===== src/rtl/db_ctrl.sv =====
// rtl/db_ctrl.sv - ownership and sequencing controller for the shared packet data buffer
// Grants the buffer to one fill/drain pair at a time; all strobes are registered.
module db_ctrl #(
    parameter int DEPTH = 64,
    parameter int AW    = 6
) (
    input  logic          clk,
    input  logic          n_rst,
    input  logic          store_host_data,
    input  logic          get_host_data,
    input  logic          store_rx_data,
    input  logic          get_tx_data,
    input  logic          rx_packet_done,
    input  logic          rx_error,
    input  logic          clear,
    output logic          write_en,
    output logic [AW-1:0] write_addr,
    output logic          read_en,
    output logic [AW-1:0] read_addr,
    output logic          wr_sel,
    output logic          rd_sel,
    output logic [6:0]    buffer_occupancy,
    output logic [2:0]    state_code,
    output logic          host_err,
    output logic          ovf_err
);

    typedef enum logic [2:0] {
        IDLE       = 3'd0,
        HOST_FILL  = 3'd1,
        TX_DRAIN   = 3'd2,
        RX_FILL    = 3'd3,
        HOST_DRAIN = 3'd4
    } state_t;

    localparam logic [6:0] FULL = 7'(DEPTH);

    state_t        state, state_nxt;
    logic [AW-1:0] wptr, wptr_nxt;
    logic [AW-1:0] rptr, rptr_nxt;
    logic [6:0]    occ, occ_nxt;
    logic          write_en_nxt, read_en_nxt;
    logic [AW-1:0] write_addr_nxt, read_addr_nxt;
    logic          wr_sel_nxt, rd_sel_nxt;
    logic          host_err_nxt, ovf_err_nxt;
    logic          do_write, do_read, flush;

    always_ff @(posedge clk or negedge n_rst) begin
        if (!n_rst) begin
            state      <= IDLE;
            wptr       <= '0;
            rptr       <= '0;
            occ        <= '0;
            write_en   <= 1'b0;
            read_en    <= 1'b0;
            write_addr <= '0;
            read_addr  <= '0;
            wr_sel     <= 1'b0;
            rd_sel     <= 1'b0;
            host_err   <= 1'b0;
            ovf_err    <= 1'b0;
        end else begin
            state      <= state_nxt;
            wptr       <= wptr_nxt;
            rptr       <= rptr_nxt;
            occ        <= occ_nxt;
            write_en   <= write_en_nxt;
            read_en    <= read_en_nxt;
            write_addr <= write_addr_nxt;
            read_addr  <= read_addr_nxt;
            wr_sel     <= wr_sel_nxt;
            rd_sel     <= rd_sel_nxt;
            host_err   <= host_err_nxt;
            ovf_err    <= ovf_err_nxt;
        end
    end

    always_comb begin
        state_nxt      = state;
        do_write       = 1'b0;
        do_read        = 1'b0;
        flush          = 1'b0;
        wr_sel_nxt     = wr_sel;
        rd_sel_nxt     = rd_sel;
        host_err_nxt   = 1'b0;
        ovf_err_nxt    = 1'b0;

        unique case (state)
            IDLE: begin
                host_err_nxt = get_host_data;
                if (store_rx_data) begin
                    state_nxt  = RX_FILL;
                    do_write   = 1'b1;
                    wr_sel_nxt = 1'b1;
                    if (store_host_data) host_err_nxt = 1'b1;
                end else if (store_host_data) begin
                    state_nxt  = HOST_FILL;
                    do_write   = 1'b1;
                    wr_sel_nxt = 1'b0;
                end
            end
            HOST_FILL: begin
                host_err_nxt = get_host_data;
                if (get_tx_data && occ != 7'd0) begin
                    state_nxt  = TX_DRAIN;
                    do_read    = 1'b1;
                    rd_sel_nxt = 1'b1;
                    if (store_host_data) host_err_nxt = 1'b1;
                end else if (store_host_data) begin
                    if (occ < FULL) do_write = 1'b1;
                    else            ovf_err_nxt = 1'b1;
                end
            end
            TX_DRAIN: begin
                host_err_nxt = store_host_data | get_host_data;
                if (get_tx_data && occ != 7'd0) begin
                    do_read    = 1'b1;
                    rd_sel_nxt = 1'b1;
                end
            end
            RX_FILL: begin
                host_err_nxt = store_host_data | get_host_data;
                if (rx_error) begin
                    state_nxt = IDLE;
                    flush     = 1'b1;
                end else if (rx_packet_done) begin
                    state_nxt = HOST_DRAIN;
                end else if (store_rx_data) begin
                    if (occ < FULL) begin
                        do_write   = 1'b1;
                        wr_sel_nxt = 1'b1;
                    end else begin
                        ovf_err_nxt = 1'b1;
                    end
                end
            end
            HOST_DRAIN: begin
                host_err_nxt = store_host_data;
                if (get_host_data) begin
                    if (occ != 7'd0) begin
                        do_read    = 1'b1;
                        rd_sel_nxt = 1'b0;
                    end else begin
                        host_err_nxt = 1'b1;
                    end
                end
            end
            default: state_nxt = IDLE;
        endcase

        // The last byte drained hands the buffer back with fresh pointers.
        if (do_read && occ == 7'd1) begin
            state_nxt = IDLE;
            flush     = 1'b1;
        end

        if (clear) begin
            state_nxt    = IDLE;
            flush        = 1'b1;
            do_write     = 1'b0;
            do_read      = 1'b0;
            wr_sel_nxt   = wr_sel;
            rd_sel_nxt   = rd_sel;
            host_err_nxt = 1'b0;
            ovf_err_nxt  = 1'b0;
        end

        write_en_nxt   = do_write;
        read_en_nxt    = do_read;
        write_addr_nxt = do_write ? wptr : write_addr;
        read_addr_nxt  = do_read  ? rptr : read_addr;

        if (flush) begin
            wptr_nxt = '0;
            rptr_nxt = '0;
            occ_nxt  = '0;
        end else begin
            wptr_nxt = do_write ? wptr + 1'b1 : wptr;
            rptr_nxt = do_read  ? rptr + 1'b1 : rptr;
            occ_nxt  = do_write ? occ + 7'd1 : (do_read ? occ - 7'd1 : occ);
        end
    end

    assign buffer_occupancy = occ;
    assign state_code       = state;

endmodule


===== config.mk =====
export PLATFORM = sky130hd
export DESIGN_NAME = db_ctrl
export DESIGN_NICKNAME = d
export VERILOG_FILES = /design/src/rtl/db_ctrl.sv
export SDC_FILE = /design/constraint.sdc
export NUM_CORES = 1
export LEC_CHECK = 0
export ABC_AREA = 1
export CORE_MARGIN = 10
export CORE_UTILIZATION = 57
export DETAILED_ROUTE_END_ITERATION = 10
export PLACE_DENSITY = 0.94
export SYNTH_ARGS = -nofsm -noshare
export SYNTH_HDL_FRONTEND = slang
export SYNTH_SLANG_ARGS = --single-unit

===== constraint.sdc =====
create_clock -name clk -period 4 [get_ports clk]
set_input_delay 1.2 -clock clk [delete_from_list [all_inputs] [get_ports clk]]
set_output_delay 1.2 -clock clk [all_outputs]
set_load 0.05 [all_outputs]

==> results of run 1 <==
registers in the layout, indices dropped and copies added (netlist names):
signal / cells
buffer_occupancy: 7
read_en: 1
write_addr: 6
rptr: 6
wptr: 6
host_err: 1
state_code: 3
read_addr: 6
wr_sel: 1
write_en: 1
ovf_err: 1
rd_sel: 1
tightest hold or removal path, cell delays in order (launching register included):
cell	delay [ns]
dfrtp_1	0.35
nand2_1	0.05
o21ai_0	0.06
cells in the final DEF (no fill, tap or decap), types with 2 or more instances in the layout:
cell type,Yosys,routed
inv_2,7,7
nand4_1,5,5
xnor2_1,2,2
nand3_2,3,3
inv_1,29,29
dfrtp_1,40,40
nor3_1,7,7
o21ai_2,5,5
nand3_4,2,2
nor4_1,2,2
clkdlybuf4s50_1,0,35
a21oi_1,3,3
nand2_2,4,4
ha_1,5,5
clkbuf_8,0,6
xor2_1,11,11
nand2_1,71,71
nand3_1,21,21
o21ai_0,19,19
nor2_1,24,24
o21ai_1,5,5
nand2_4,5,5
stage by stage:
stage / cell area (µm²) / instances / hold slack, ns / util, % / power, mW
after floorplan: 2286 / 283 / 0.4832 / - / 1.263
after global placement: 2654 / 361 / 0.4654 / 70.37 / 1.487
after detailed placement: 2654 / 361 / 0.4772 / 70.37 / 1.510
after CTS: 2775 / 369 / 0.4964 / 73.59 / 1.865
after global routing: 2775 / 369 / 0.5194 / 73.59 / 1.987
final: 2775 / 369 / 0.4904 / 73.59 / 1.853
layer usage:
| layer | GRT usage (%) | wire length [µm] | up-vias |
|---|---|---|---|
| met5 | 0 | 0 | - |
| met4 | 4.154 | 40 | 0 |
| met3 | 5.762 | 320 | 6 |
| met2 | 24.79 | 2474 | 54 |
| met1 | 18.43 | 2311 | 922 |
| li1 | - | - | 991 |
cell type report:
cell class	instances	share of cell area (%)
well taps	48	2.164
inverters	36	4.869
clock inverters	2	1.398
clock buffers	6	2.976
repair buffers	36	12.80
flip-flops and latches	40	36.07
multi-input cells	201	39.72
worst paths after layout:
check	endpoint	slack, ns	cells after the start	start
setup / recovery	buffer_occupancy[2]	1.11	1	buffer_occupancy[2]
hold / removal	rd_sel	0.49	2	rd_sel
setup reg to reg	buffer_occupancy[5]	1.88	14	buffer_occupancy[0]
hold reg to reg	rd_sel	0.49	2	rd_sel
max in group asynchronous	buffer_occupancy[6]	2.43	1	n_rst
min in group asynchronous	state_code[1]	1.01	1	n_rst
cells by family after synthesis:
logic type	Yosys count
fa+ha+maj	5
compound gates	35
xor+xnor	13
buf+inv	42
flops	40
simple gates	148
where the power goes:
group | switching [mW] | internal, mW | leakage [nW] | total, mW
registers | 0.0798 | 0.476 | 0.542 | 0.556
clock network | 0.142 | 0.204 | 0.0614 | 0.346
logic | 0.651 | 0.301 | 0.720 | 0.951
==> metrics.md, run 1 <==
| Metric | Value |
|---|---|
| Critical path class | `reg -> out` |
| Unrepaired setup endpoints after global routing | `false` |
| Clock tree from TritonCTS | `done` |
| Worst Tran Pin Value | `0.8688 ns` |
| Peak VDD IR | `0.0004651 V` |
| Post-CTS Setup Inserts | `0` |
| GR Util All Layers | `15.29%` |
| Ant. Diodes | `0` |
| Hold Path Class | `reg -> reg` |
| Cells after Synth | `283` |
| Syn Std Cell Area | `2286 µm²` |
| Slowest Stage Delay on Critical Path | `0.87 ns` |
| Layout cell share with drive strength beyond 1 | `11.84%` |
| Post-synthesis simple-gate area fraction | `31.58%` |
| Hpwl dp | `3890 µm` |
| Top post-synthesis cells by area | `dfrtp_1, nand2_1, inv_1` |
| Top FF cell, synth | `dfrtp_1` |
| Top delay family on crit path | `buffers and inverters` |
| CTS Buf Count | `5` |
| PostCTS Resize Cnt | `0` |
| Max-slew violations | `0` |
| Register Area | `1001 µm²` |
| Synthesized Nets | `297` |
| Initial Util | `60.62%` |
| Yosys reg bits | `40` |
| Vias per inst | `5.347` |
| CTS root buffer | `clkbuf_8` |
| Area of the multi-input gates | `1102 µm²` |
| Drc violations | `0` |
| Max Cap Viol | `0` |
| Seq/Total Area, Yosys | `43.79%` |
| Status | `finished clean` |
| Port-buffer cells | `36` |
| Leakage | `1.323 nW` |
| First-pass GRT wire length | `9266 µm` |
| Initial antenna violation count | `0` |
| Routability Congestion | `0.9757` |
| Die width | `83.33 µm` |
| Final hold vios | `0` |
| Die footprint | `6943 µm²` |
| Io pins | `37` |
| DR pass1 iterations | `4` |
| Max Clk Rate | `346.3 MHz` |
| Minimum clock period | `2.888 ns` |
| Drt wl/cell | `13.95 µm` |
| Count leader, synth | `nand2_1` |
| Post-synth top cells | `nand2_1, dfrtp_1, inv_1, nor2_1, nand3_1` |
| Endpoints failing setup | `0` |
| EDFF count, synth | `0` |
| Xor/xnor share of the synthesized area | `4.981%` |
| Antenna Violating Nets Remaining | `0` |
| Via count | `1973` |
| CP required | `2.80 ns` |
| CP max-delay cell | `clkdlybuf4s50_1` |
| Largest area contributor in the netlist | `dfrtp_1` |
| Overall die height | `83.33 µm` |
| CTS Hold Bufs | `0` |
| Syn. warnings | `0` |
| Largest family of logic cells by synthesized area | `simple AND/OR/NAND/NOR gates` |
| Worst Skew | `0.007329 ns` |
| Area Overhead vs Synth | `21.40%` |
| Pwr dens | `667.7 nW/µm²` |
| Core ar. | `3771 µm²` |
| Clk buf depth | `2` |
| Worst Path Buf+Inv | `1` |
| Post-Syn Area per Cell | `8.078 µm²` |
| Compound-Gate Fraction of Synth Area | `8.922%` |
| GRT overflow | `0` |
| Period utilization | `72.19%` |
| Vias in the first global route | `2043` |
| CP Capture Type | `output pin` |
| Slew margin rel. | `42.08%` |
| Row count | `22` |
| Crit path DAT | `1.69 ns` |
| FFs w/ async S/R, synth | `100.0%` |
| Pin count of the biggest net entering global routing | `41` |
| Adder and majority gate portion of the synthesized area | `2.737%` |
| Critical path fanouts, max | `8` |
| Clock transition at path regs | `0.08 ns` |
| Fin Setup TNS | `0 ns` |
| Type of element launching the critical path | `flip-flop` |
| Clock latency on the worst-skew pair | `0.29 ns` |
| Post-Route WL | `5146 µm` |
| Crit path cell chain | `clkdlybuf4s50_1` |
| Final net count | `334` |
| Cell variety after synth | `30` |
| Place WS | `1.058 ns` |
| Clock sink count | `40` |
| Mux contribution to synthesized area | `0%` |
| Setup WS post-layout | `1.112 ns` |
| 1st-iter DRT viols | `157` |
| Max H-tree Level | `2` |
| Post-synth top area share | `43.79%` |
| Fillers | `324` |
Note: power is estimated with default switching activity, not from simulation.
==> run 2: changes to the inputs <==
Settings changed: CORE_UTILIZATION 57 to 48, PLACE_DENSITY 0.94 to 0.86.
Clock period 4 ns to 2.5 ns, I/O delays scaled along.
==> metrics.md, run 2 (synthesis results as in run 1) <==
| Metric | Value |
|---|---|
| Die footprint | `7923 µm² (was 6943 µm²)` |
| Overall die height | `89.01 µm (was 83.33 µm)` |
| First-pass GRT wire length | `8990 µm (was 9266 µm)` |
| Final net count | `342 (was 334)` |
| Final hold vios | `0 (unchanged)` |
| Most frequent cells in the layout | `nand2_1, dfrtp_1, clkdlybuf4s50_1, inv_1, nor2_1 (unchanged)` |
| WP depth | `1 (unchanged)` |
| Finished Core Util | `60.48% (was 73.59%)` |
| Top delay family on crit path | `buffers and inverters (unchanged)` |
| Register Area | `1001 µm² (unchanged)` |
| Clock transition at path regs | `0.08 ns (about the same)` |
| CTS root buffer | `clkbuf_8 (unchanged)` |
| Pwr dens | `1030 nW/µm² (was 667.7 nW/µm²)` |
| Worst Path Buf+Inv | `1 (unchanged)` |
| CP max-delay cell | `clkdlybuf4s50_1 (unchanged)` |
| Vias per inst | `5.235 (was 5.347)` |
| Drc violations | `0 (unchanged)` |
| Die width | `89.01 µm (was 83.33 µm)` |
| Post-CTS Setup Inserts | `0 (unchanged)` |
| Post-Route WL | `5149 µm (was 5146 µm)` |
| Max-slew violations | `0 (unchanged)` |
| Area Overhead vs Synth | `23.32% (was 21.40%)` |
| Worst Tran Pin Value | `0.5067 ns (was 0.8688 ns)` |
| Endpoints failing setup | `0 (unchanged)` |
| Via count | `2005 (was 1973)` |
| Clock latency on the worst-skew pair | `0.30 ns (was 0.29 ns)` |
| Clock sink count | `40 (unchanged)` |
| Core ar. | `4661 µm² (was 3771 µm²)` |
| Hold Path Class | `in -> async (was reg -> reg)` |
| Peak VDD IR | `0.0005397 V (was 0.0004651 V)` |
| Initial antenna violation count | `0 (unchanged)` |
| R2r startpoint | `buffer_occupancy[0] (unchanged)` |
| Antenna Violating Nets Remaining | `0 (unchanged)` |
| Clock tree from TritonCTS | `done (unchanged)` |
| Place WS | `0.06208 ns (was 1.058 ns)` |
| Hpwl dp | `3896 µm (was 3890 µm)` |
| Layout cell share with drive strength beyond 1 | `13.98% (was 11.84%)` |
| Vias in the first global route | `1960 (was 2043)` |
| CP required | `1.75 ns (was 2.80 ns)` |
| CP Capture Type | `output pin (unchanged)` |
| Drt wl/cell | `13.44 µm (was 13.95 µm)` |
| Max reg flops | `7 (unchanged)` |
| 1st-iter DRT viols | `95 (was 157)` |
| Critical path fanouts, max | `7 (was 8)` |
| Slew margin rel. | `66.11% (was 42.08%)` |
| Min Hold Slack | `0.3721 ns (was 0.4904 ns)` |
| Clk buf depth | `2 (unchanged)` |
| Ant. Diodes | `0 (unchanged)` |
| Setup WS post-layout | `0.05490 ns (was 1.112 ns)` |
| Max Cap Viol | `0 (unchanged)` |
| Status | `finished clean (unchanged)` |
| Routability Congestion | `0.9211 (was 0.9757)` |
| Period utilization | `97.80%` |
| Commonest non-fill, non-tap cell in the layout | `nand2_1 (unchanged)` |
| Worst Setup SP | `buffer_occupancy[6] (was buffer_occupancy[2])` |
| GRT overflow | `0 (unchanged)` |
| Fillers | `400 (was 324)` |
| CTS Hold Bufs | `0 (unchanged)` |
| Io pins | `37 (unchanged)` |
| PostCTS Resize Cnt | `0 (unchanged)` |
| Minimum clock period | `2.445 ns` |
| Crit path cell chain | `clkdlybuf4s50_1 (unchanged)` |
| Crit path DAT | `1.70 ns (was 1.69 ns)` |
| Critical path class | `reg -> out (unchanged)` |
| Slowest Stage Delay on Critical Path | `0.87 ns (about the same)` |
| Type of element launching the critical path | `flip-flop (unchanged)` |
| Row count | `25 (was 22)` |
| Max Clk Rate | `409.0 MHz` |
| Fin Setup TNS | `0 ns (unchanged)` |
| Fin cells | `383 (was 369)` |
| Pin count of the biggest net entering global routing | `19 (was 41)` |
| Worst Skew | `0.004841 ns (was 0.007329 ns)` |
| GR Util All Layers | `14.30% (was 15.29%)` |
| DR pass1 iterations | `4 (unchanged)` |
| Port-buffer cells | `36 (unchanged)` |
| Initial Util | `49.05% (was 60.62%)` |
| Max H-tree Level | `2 (unchanged)` |
| Area of the multi-input gates | `1102 µm² (unchanged)` |
| Unrepaired setup endpoints after global routing | `false (unchanged)` |
| R2R cell count | `14 (unchanged)` |
| Leakage | `1.343 nW (was 1.323 nW)` |
| Cell Count Post-Placement | `375 (was 361)` |
| CTS Buf Count | `5 (unchanged)` |
run 2: cell types whose count changed in the layout (fill, tap and decap cells not counted), sizes merged:
cell	delta
clkinvlp	+2
bufinv	-1
clkinv	-1
buf	+8
run 2: path summary, 6_finish.rpt:
check	end	slack (ns)
setup / recovery	buffer_occupancy[6]	0.05
min in group clk	read_addr[4]	0.49
setup reg to reg	buffer_occupancy[3]	0.39
hold reg to reg	read_addr[4]	0.49
max in group asynchronous	rd_sel	1.61
hold / removal	buffer_occupancy[0]	0.37
run 2: layout make-up:
type                       instances  share of cell area [%]
inverter                          36                   4.794
sequential                        40                   35.51
timing repair buffer              44                   14.74
clock inverter                     2                  0.5326
clock buffer                       6                   2.929
tap                               54                   2.397
multi-input combinational        201                   39.10
run 2: report_power, final:
| part | internal [mW] | leakage [nW] | switching [mW] | total (mW) |
|---|---|---|---|---|
| registers | 0.762 | 0.542 | 0.106 | 0.868 |
| clock network | 0.224 | 0.0434 | 0.243 | 0.467 |
| logic | 0.513 | 0.758 | 1.06 | 1.57 |
run 2: layer usage:
layer / part of all wire, % / vias to the layer above / routed length [µm] / global-route usage, %
met3: 6.4 / 11 / 328 / 3.737
met4: 2.0 / 0 / 105 / 6.503
met1: 42 / 929 / 2181 / 16.20
met5: 0 / - / 0 / 0
li1: - / 1007 / - / -
met2: 49 / 58 / 2534 / 24.67
run 2: metrics by stage:
stage / cell area, µm² / power (mW)
after floorplan: 2286 / 2.021
after global placement: 2721 / 2.418
after detailed placement: 2721 / 2.445
after CTS: 2819 / 2.924
after global routing: 2819 / 3.115
final: 2819 / 2.903
==> edit 1 (flow settings as in run 1) <==
Remove the register `ovf_err`: a continuous assignment takes its place, so the output `ovf_err` follows one clock earlier.
--- a/src/rtl/db_ctrl.sv
+++ b/src/rtl/db_ctrl.sv
@@ -59,5 +59,4 @@
             rd_sel     <= 1'b0;
             host_err   <= 1'b0;
-            ovf_err    <= 1'b0;
         end else begin
             state      <= state_nxt;
@@ -72,7 +71,8 @@
             rd_sel     <= rd_sel_nxt;
             host_err   <= host_err_nxt;
-            ovf_err    <= ovf_err_nxt;
         end
     end
+
+    assign ovf_err = ovf_err_nxt;
 
     always_comb begin
Formal check against the unedited RTL: no difference found for any inputs over 10 cycles, from zero or initial values and one cycle with n_rst low; that may be too few to reach the edited logic, so the function may still have changed.
==> edit 1 against run 1 <==
Setup slack got worse by 800 ps. Sequential cell count down 1. Largest power group unchanged. Final area down 1.1%. Maximum frequency is 22% lower. Total power up 6.5%. Critical path depth rose by 6. Wire length shrank 3.4%. Area after synthesis up 0.22%.
==> edit 1: results (changes against run 1) <==
Cells and area
  – Net count, final: 335 (was 334)
  – Total inserted antenna cells: 0 (unchanged)
  – Share of post-route cells with drive strength above 1: 13.0% (was 11.8%)

Clock network
  – Number of buffers inserted to repair setup after CTS: 0 (unchanged)

STA
  – Slew at the pin with the worst max-slew slack: 844 ps (was 869 ps)
  – Worst clock skew: 4.00 ps (was 7.33 ps)

GRT
  – Global routing usage summed across all routing layers: 14.3% (was 15.3%)
  – First-pass GRT wire length: 8.33 mm (was 9.27 mm)

Outcome
  – Run status: finished clean (unchanged)

Min path
  – Type of the tightest min-delay check: reg2reg (unchanged)

Power
  – Power of the combinational group: 0.00114 W (was 0.000951 W)
  – Largest voltage drop on the vdd net: 0.535 mV (was 0.465 mV)
  – Net Sw Power: 0.00101 W (was 0.000872 W)
  – Total design power: 0.00197 W (was 0.00185 W)
  – P_clk: 0.000260 W (was 0.000346 W)
  – Standby leakage power: 1.30 nW (was 1.32 nW)

Placed design
  – Global placement routability congestion: 0.930 (was 0.976)
  – Detail Placement HPWL: 3.69 mm (was 3.89 mm)

Setup path
  – Data arrival time at the worst-slack endpoint: 2490 ps (was 1690 ps)
  – Worst-path maximum fanout: 3 (was 8)
  – Crit-path slowest cell: clkdlybuf4s50_1 (unchanged)
  – Crit path largest cell delay: 430 ps (was 870 ps)

Yosys
  – Post-synthesis cell type count: 36 (was 30)
  – Largest cells by area after synthesis: dfrtp_1 43%, nand2_1 12%, inv_1 4.9%, xor2_1 4.6%, nand3_1 4.4% (was dfrtp_1 44%, nand2_1 12%, inv_1 4.8%, nand3_1 4.6%, xor2_1 4.2%)
  – Sequential fraction of the synthesis area: 42.6% (was 43.8%)
  – Post-synth top cells: 72 x nand2_1, 39 x dfrtp_1, 30 x inv_1 (was 71 x nand2_1, 40 x dfrtp_1, 29 x inv_1)
  – Net count after synthesis: 299 (was 297)

Drt
  – Average via count per standard cell: 5.27 (was 5.35)
  – Wire length per cell: 13.4 µm (was 13.9 µm)
  – Violation count after the first detailed-route iteration: 154 (was 157)
==> edit 1: kinds of logic after synthesis <==
logic type | share of synthesized area (%)
compound gates | 9.39
xor+xnor | 4.97
fa+ha+maj | 2.73
buf+inv | 9.45
flops | 42.6
simple gates | 30.9
==> edit 1: path summary, 6_finish.rpt <==
check	from	endpoint	slack (ps)	cells past startpoint
setup / recovery	rx_error	ovf_err	310	7
hold / removal	read_addr[4]	read_addr[4]	480	2
setup reg to reg	buffer_occupancy[1]	buffer_occupancy[5]	1900	14
hold reg to reg	read_addr[4]	read_addr[4]	480	2
max in group asynchronous	n_rst	wptr[1]	2460	1
min in group asynchronous	n_rst	buffer_occupancy[5]	1000	1
==> edit 1: per-layer routing <==
layer	routed length, µm	track usage, %	vias up	part of all wire, %
li1	-	-	981	-
met1	2110	15.9	900	42
met2	2380	23.7	54	48
met3	363	5.08	14	7.3
met4	121	6.46	0	2.4
met5	0	0	-	0
==> edit 1: final cells by class <==
class | instances | share of cell area [%]
flip-flops and latches | 39 | 35.6
well taps | 48 | 2.19
repair buffers | 36 | 13.3
clock inverters | 2 | 0.456
multi-input cells | 200 | 40.2
inverters | 39 | 5.61
clock buffers | 6 | 2.64
==> edit 1: critical path, delay by kind of cell <==
family	cells	cell delay, ps
AOI/OAI and AO/OA	1	70
and+or+nand+nor	3	520
buffers and inverters	3	690
==> edit 1: stage by stage <==
stage,hold slack [ps],util [%],worst slack [ps],cell area [µm²],cells
2_1_floorplan,483,-,391,2300,285
3_3_place_gp,464,70.5,329,2660,362
3_5_place_dp,465,70.5,317,2660,362
4_1_cts,485,72.8,316,2750,370
5_1_grt,521,72.8,195,2750,370
6_report,479,72.8,313,2750,370
==> edit 2 (settings of run 1) <==
Made on the original files. The parameter `AW` goes from 6 to 4.
--- a/src/rtl/db_ctrl.sv
+++ b/src/rtl/db_ctrl.sv
@@ -3,5 +3,5 @@
 module db_ctrl #(
     parameter int DEPTH = 64,
-    parameter int AW    = 6
+    parameter int AW    = 4
 ) (
     input  logic          clk,
Ports: changed (resized read_addr and write_addr); port bits go from 37 to 33. The function was not compared with the original's and may differ.
==> edit 2 against run 1 <==
Critical endpoint is now buffer_occupancy[6]. Count of clock-buffer cells in the layout unchanged. Final area decreased by 13%. Critical path depth unchanged. Total power increased by 6.5%. Sequential share of layout area shrank 2.9 points. Area after synthesis is 13% lower. First-iteration DRC count down 34%. Wire length down 16%. Synthesized cell count shrank 15%. Setup slack got worse by 60 ps. Sequential cell count decreased by 8. Cell count decreased by 12%. Largest cell class unchanged.
==> edit 2: results (changes against run 1) <==
Outcome
  – Run status: finished clean (unchanged)

STA
  – Relative slew slack: 61.0% (was 42.1%)
  – Worst clock skew: 6.64 ps (was 7.33 ps)

Drt
  – Violation count after the first detailed-route iteration: 104 (was 157)
  – Average via count per standard cell: 5.30 (was 5.35)
  – DR pass1 iterations: 4 (unchanged)
  – Total routed wirelength: 4.30 mm (was 5.15 mm)
  – Length of routed wiring on met1: 1.72 mm (was 2.31 mm)
  – Met3 routed WL: 365 µm (was 320 µm)
  – Metal2 WL: 2.17 mm (was 2.47 mm)

GRT
  – First-pass GRT wire length: 7.36 mm (was 9.27 mm)
  – Via count of the first global-routing pass: 1,685 (was 2,043)
  – Global routing usage summed across all routing layers: 14.2% (was 15.3%)
  – Maximum number of pins on one net before global-route repair: 33 (was 41)

Yosys
  – Post-synthesis cell type count: 34 (was 30)
  – Sequential fraction of the synthesis area: 40.4% (was 43.8%)
  – Post-synth top cells: 57 x nand2_1, 32 x dfrtp_1, 27 x inv_1 (was 71 x nand2_1, 40 x dfrtp_1, 29 x inv_1)
  – Net count after synthesis: 255 (was 297)
  – Largest cells by area after synthesis: dfrtp_1 40%, nand2_1 11%, inv_1 5.1%, xor2_1 4.4%, nand3_1 3.8% (was dfrtp_1 44%, nand2_1 12%, inv_1 4.8%, nand3_1 4.6%, xor2_1 4.2%)

Clock network
  – Clock transition at path regs: 100 ps (was 80 ps)
  – Root Buffer Master: clkbuf_4 (was clkbuf_8)
  – H-tree depth: 2 (unchanged)
  – Worst skew pair latency: 330 ps (was 290 ps)
  – Maximum buffer depth of the clock tree: 2 (unchanged)

Min path
  – Hold EP: read_addr[1] (was rd_sel)
  – Min-delay src: read_addr[1] (was rd_sel)

Placed design
  – Post-place instance area: 0.00233 mm² (was 0.00265 mm²)
  – Global placement routability congestion: 0.892 (was 0.976)
  – Count of input and output buffers: 32 (was 36)
  – Detail Placement HPWL: 3.30 mm (was 3.89 mm)
  – Setup WS pre-CTS: 1030 ps (was 1060 ps)

Setup path
  – Data arrival time at the worst-slack endpoint: 1750 ps (was 1690 ps)
  – Crit path largest cell delay: 880 ps
  – Worst R2R Path Depth: 12 (was 14)
  – Crit Reg-Reg Endpoint: rptr[2] (was buffer_occupancy[5])
  – R2R Setup Slk: 1950 ps (was 1880 ps)

Power
  – Largest voltage drop on the vdd net: 0.402 mV (was 0.465 mV)
  – Standby leakage power: 1.17 nW (was 1.32 nW)

Cells and area
  – Number of filler instances in the final layout: 264 (was 324)
  – Net count, final: 291 (was 334)
  – Share of post-route cells with drive strength above 1: 14.4% (was 11.8%)
## edit 2: worst max-delay path by stage
| stage | slack [ps] | start | end | cells after the start |
|---|---|---|---|---|
| floorplan | 1870 | rx_packet_done | buffer_occupancy[0] | 8 |
| global placement | 1110 | clear | rptr[2] | 7 |
| detailed placement | 1030 | clear | buffer_occupancy[1] | 6 |
| CTS | 1030 | buffer_occupancy[6] | buffer_occupancy[6] | 1 |
| global route | 990 | buffer_occupancy[6] | buffer_occupancy[6] | 1 |
| finish | 1050 | buffer_occupancy[6] | buffer_occupancy[6] | 1 |
## edit 2: metal layers
layer  global-route usage (%)  vias up
met4                     5.38        0
li1                         -      847
met5                        0        -
met1                     15.6      802
met2                     24.3       63
met3                     5.18        6
## edit 2: per-stage QoR
step	util, %	std cells	hold WS, ps	total power (W)
final	72.3	324	493	0.00197
after floorplan	-	241	487	0.00144
after CTS	72.3	324	497	0.00198
after detailed placement	70.0	316	473	0.00173
after global placement	70.0	316	468	0.00170
after global routing	72.3	324	521	0.00211
## edit 2: final cells by class
cell class,count,area share (%)
multi-input cells,169,41.9
clock buffers,6,1.71
flip-flops and latches,32,33.2
well taps,46,2.39
clock inverters,2,1.45
repair buffers,33,13.6
inverters,36,5.76
## edit 2: logic make-up after synthesis
family / after synthesis / share of synthesized area (%)
AND/OR/NAND/NOR: 122 / 34.3
buffers and inverters: 40 / 8.65
flip-flops: 32 / 40.4
AO/OA/AOI/OAI: 31 / 8.65
XOR/XNOR: 11 / 4.86
adder cells (fa/ha/maj): 5 / 3.16
## edit 2: power by group
part	total (W)	internal (W)	switching (W)
sequential	0.000514	0.000405	0.000109
combinational	0.00122	0.000407	0.000811
clock	0.000242	0.000131	0.000111
